<file path="config.mk">
export PLATFORM = sky130hd
export DESIGN_NAME = mod53_rns_decoder
export DESIGN_NICKNAME = d
export VERILOG_FILES = /design/src/rtl/mod53_pkg.sv /design/src/rtl/mod53_cmul_reduce.sv /design/src/rtl/mod53_rns_decoder.sv
export SDC_FILE = /design/constraint.sdc
export NUM_CORES = 1
export LEC_CHECK = 0
export ABC_AREA = 1
export CELL_PAD_IN_SITES_DETAIL_PLACEMENT = 0
export CELL_PAD_IN_SITES_GLOBAL_PLACEMENT = 2
export CORE_ASPECT_RATIO = 0.5
export CORE_MARGIN = 4
export CORE_UTILIZATION = 35
export CTS_BUF_LIST = sky130_fd_sc_hd__clkbuf_4 sky130_fd_sc_hd__clkbuf_8 sky130_fd_sc_hd__clkbuf_16
export DETAILED_ROUTE_END_ITERATION = 16
export GPL_ROUTABILITY_DRIVEN = 1
export HOLD_SLACK_MARGIN = 0.03
export PLACE_DENSITY_LB_ADDON = 0.1
export SLEW_MARGIN = 30
export SYNTH_ARGS = -nofsm -noshare
export SYNTH_HDL_FRONTEND = slang
export SYNTH_SLANG_ARGS = --single-unit
</file>
<file path="constraint.sdc">
create_clock -name clk -period 17.7 [get_ports clk]
set_input_delay 2.655 -clock clk [delete_from_list [all_inputs] [get_ports clk]]
set_output_delay 2.655 -clock clk [all_outputs]
set_load 0.01 [all_outputs]
</file>
<file path="src/rtl/mod53_pkg.sv">
// Shared constants and types for the {64,63,53} RNS decode path.
package mod53_pkg;
  localparam int M0        = 64;
  localparam int M1        = 63;
  localparam int M2        = 53;
  localparam int INV64_M53 = 29;
  localparam int INV63_M53 = 16;
  localparam int RANGE     = 213696;

  typedef logic [5:0] res_t;

  typedef enum logic [2:0] {IDLE, S_A2, S_M29, S_M16, S_SUM, DONE} state_t;
endpackage

</file>
<file path="src/rtl/mod53_cmul_reduce.sv">
// y = (a*k) mod 53, combinational; restoring reduction by 53*2^i for i=5..0.
module mod53_cmul_reduce
  import mod53_pkg::*;
(
  input  logic [5:0] a,
  input  logic [4:0] k,
  output res_t       y
);
  logic [10:0] acc;

  always_comb begin
    acc = {5'd0, a} * {6'd0, k};
    for (int i = 5; i >= 0; i--) begin
      if (acc >= 11'(M2 << i)) acc = acc - 11'(M2 << i);
    end
    y = acc[5:0];
  end
endmodule

</file>
<file path="src/rtl/mod53_rns_decoder.sv">
// Residue-to-binary decoder for RNS {64,63,53} by sequential mixed-radix conversion.
// Six-state loop: result valid in the 5th cycle after the triple is presented.
module mod53_rns_decoder
  import mod53_pkg::*;
#(
  parameter int OUT_W = 18,
  parameter int RES_W = 6
) (
  input  logic             clk,
  input  logic             rst,
  input  logic             in_valid,
  output logic             in_ready,
  input  logic [RES_W-1:0] r64,
  input  logic [RES_W-1:0] r63,
  input  logic [RES_W-1:0] r53,
  output logic             out_valid,
  input  logic             out_ready,
  output logic [OUT_W-1:0] out_data,
  output logic             out_err
);
  state_t     state;
  res_t       q64, q63, q53;
  logic       err;
  res_t       a1, a2, a3, d, t;

  res_t       cm_a, cm_y;
  logic [4:0] cm_k;
  logic [6:0] df2, dfd, dfm;
  res_t       a2_n, d_n, a2m, dm;
  logic [OUT_W-1:0] sum;

  // One multiplier/reducer, its operands steered by state.
  mod53_cmul_reduce u_cmul (.a(cm_a), .k(cm_k), .y(cm_y));

  always_comb begin
    cm_a = '0;
    cm_k = 5'd1;
    case (state)
      S_A2:    begin cm_a = q64; cm_k = 5'd1;                end
      S_M29:   begin cm_a = d;   cm_k = 5'(INV64_M53);       end
      S_M16:   begin cm_a = dm;  cm_k = 5'(INV63_M53);       end
      default: begin cm_a = '0;  cm_k = 5'd1;                end
    endcase
  end

  always_comb begin
    // a2 = (r63 - r64) mod 63; 63 itself folds to 0
    df2 = {1'b0, q63} - {1'b0, q64};
    if (df2[6]) df2 = df2 + 7'd63;
    if (df2 == 7'd63) df2 = 7'd0;
    a2_n = df2[5:0];

    dfd = {1'b0, q53} - {1'b0, cm_y};
    if (dfd[6]) dfd = dfd + 7'd53;
    d_n = dfd[5:0];

    a2m = (a2 >= 6'd53) ? a2 - 6'd53 : a2;
    dfm = {1'b0, t} - {1'b0, a2m};
    if (dfm[6]) dfm = dfm + 7'd53;
    dm = dfm[5:0];

    sum = OUT_W'(a1) + (OUT_W'(a2) << 6) + (OUT_W'(a3) << 12) - (OUT_W'(a3) << 6);
  end

  always_ff @(posedge clk or posedge rst) begin
    if (rst) begin
      state     <= IDLE;
      in_ready  <= 1'b1;
      out_valid <= 1'b0;
      out_data  <= '0;
      out_err   <= 1'b0;
      q64 <= '0; q63 <= '0; q53 <= '0; err <= 1'b0;
      a1  <= '0; a2  <= '0; a3  <= '0; d   <= '0; t <= '0;
    end else begin
      case (state)
        IDLE: if (in_valid) begin
          q64      <= r64;
          q63      <= r63;
          q53      <= r53;
          err      <= (r63 > 6'd62) | (r53 > 6'd52);
          in_ready <= 1'b0;
          state    <= S_A2;
        end
        S_A2: begin
          a1    <= q64;
          a2    <= a2_n;
          d     <= d_n;
          state <= S_M29;
        end
        S_M29: begin
          t     <= cm_y;
          state <= S_M16;
        end
        S_M16: begin
          a3    <= cm_y;
          state <= S_SUM;
        end
        S_SUM: begin
          out_data  <= err ? '0 : sum;
          out_err   <= err;
          out_valid <= 1'b1;
          state     <= DONE;
        end
        DONE: if (out_ready) begin
          out_valid <= 1'b0;
          in_ready  <= 1'b1;
          state     <= IDLE;
        end
        default: state <= IDLE;
      endcase
    end
  end
endmodule

</file>
==> out/metrics.csv <==
metric,value,unit
fin_cells,1190,
cp_max_fo,10,
synth_nets,992,
critPathKind,register to register,
critPathCaptureType,register,
worst-r2r-setup-slack,5.66,ns
grt_pass1_wl,28100,um
yosysTopAreaCellShare,27.8,%
regToRegStartpoint,a2[1],
run_status,"complete, no violations",
worst_path_largest_cell_delay,0.48,ns
yosysWarnings,0,
final_nets,1038,
cp.required,17.90,ns
max-cap-violations,0,
drc,0,
hpwl,13400,um
slowest_stage,fa_1,
r2r_cells,75,
drt-initial-drc-count,273,
cts.repair.resized,0,
routabilityCongestion,0.833,
ys_top_cells_by_area,"dfrtp_1 28%, nand2_1 12%, ha_1 11%",
cp.arrival,12.24,ns
avgViaCountPerCell,4.78,
start_util,36.4,%
synthArstFlopShare,100,%
grt_setup_unrepaired,false,
syn_area,6480,um2
n_antenna_cell,0,
num_vias,5684,
die_w,200,um
hold_path_class,register to register,
ant_nets,0,
portBuffers,42,
seq_area_frac_synth,28.2,%
synth_cell_types,43,
drive_gt1_share,11.6,%
startpoint,a2[1],
core_area,17800,um2
clk_latency,0.34,ns
clock_sinks,73,
worstMarginPinSlew,0.848,ns
hold_buffers,0,
setup_viol,0,
grt.total_usage,16.2,%
cp-endpoint,d[2],
wl,16700,um
syn_inst,905,
cts_tree,done,
die_h,104,um
syn_to_final_growth,15.9,%
root_buffer,clkbuf_16,
post-route-period-util,68.0,%
fin_crit,12.04,ns
slew_headroom,43.2,%
startpoint_type,register,
wl_per_cell,14.0,um
cpMostUsedCell,nand2_1,
die_area,20900,um2
post_cts_buffers,0,
cts_buffers,9,
synth_top_area_cell,dfrtp_1,
hold_violations,0,
num_rows,34,
grt_pass1_vias,5490,
grt_max_degree,74,
post-place-cells,1174,
cts_buffer_depth,2,
cts.clk_slew.worst_paths,0.07,ns
skew,0.00956,ns
synth_area_per_cell,7.16,um2
antenna_found_initial,1,
synth_seq_cells,73,
design.portCount,43,
slew_violations,0,
htreeDepth,3,
tns,0,ns
grt_overflow,0,
drt_first_pass_iters,4,
fmax,83.1,MHz
regToRegEndpoint,d[2],
synth-edff-count,0,
synth-main-ff-cell,dfrtp_1,
-- cells by family after synthesis --
group	Yosys count	synth area share [%]
AOI/OAI and AO/OA	135	11.9
xor gates and xnor gates	34	4.59
adders and majority gates	65	13.6
buffers and inverters	171	9.94
DFF	73	28.2
muxes	5	0.869
and+or+nand+nor	422	30.9
-- stage by stage --
stage | hold slack (ns) | setup slack (ns) | cell area (um2) | utilization, %
finish | 0.484 | 5.66 | 7510 | 42.3
detailed placement | 0.473 | 5.60 | 7180 | 40.4
global placement | 0.468 | 5.96 | 7180 | 40.4
CTS | 0.490 | 5.57 | 7510 | 42.2
floorplan | 0.449 | 7.06 | 6480 | -
global route | 0.524 | 4.22 | 7510 | 42.3
-- routing by layer --
layer	track usage (%)	routed length [um]
met3	2.40	476
met2	25.6	7300
met5	0	0
met1	23.8	8800
met4	2.94	108
-- sequential cells by signal (all words and copies together), names as in the netlist, 3 cells and up --
register and cells:
q53 6, a2 6, out_data 18, state 3, t 6, q64 6
q63 6, a1 6, a3 6, d 6
-- layout by cell type, fill, tap and decap left out, drive strengths merged, types with 3 or more instances in the layout --
cell type	n
nor2	69
clkbuf	9
nand3	76
mux2	5
xnor2	8
a21oi	37
dfrtp	72
ha	56
o21ai	81
nand2	241
a32o	3
fa	9
clkdlybuf4s50	42
inv	162
nor3	10
xor2	26
clkinv	3
or2	5
nand4	16
buf	4
o31ai	3
a22o	3
-- critical path, delay by kind of cell, from the launching register on --
family	cells	cell delay, ns
compound gates	9	1.67
simple gates	44	5.12
flops	1	0.38
fa+ha+maj	12	3.46
xor+xnor	3	0.72
buf+inv	7	0.52
-- worst min path at each step --
stage,cells past startpoint,to,from,slack [ns]
after floorplan,2,d[5],d[5],0.45
after global placement,2,out_data[16],out_data[16],0.47
after detailed placement,2,out_data[16],out_data[16],0.47
after CTS,2,out_data[16],out_data[16],0.49
after global routing,2,d[5],d[5],0.52
final,2,out_data[16],out_data[16],0.48
-- synth_stat cells (all sizes together) (2+ instances only) --
cell	n
a21oi	37
buf	2
a211oi	2
mux2	5
clkbuf	9
nor3	10
o31ai	3
nand2	241
o21ai	81
nor2	69
a21o	2
dfrtp	72
a32o	3
ha	56
or2	5
nand4	16
a22o	3
nand3	76
inv	160
xnor2	8
xor2	26
o211ai	2
fa	9
and2	2
-- layout make-up --
| type | count | area [um2] |
|---|---|---|
| fill | 1894 | 10300 |
| tap | 234 | 293 |
| clock inverter | 7 | 103 |
| multi-input combinational | 661 | 4010 |
| timing repair buffer | 46 | 454 |
| inverter | 160 | 601 |
| sequential | 73 | 1830 |
| clock buffer | 9 | 225 |
Power is not shown: default switching activity piles up to over one toggle a cycle in this logic, so the estimate is an artifact.
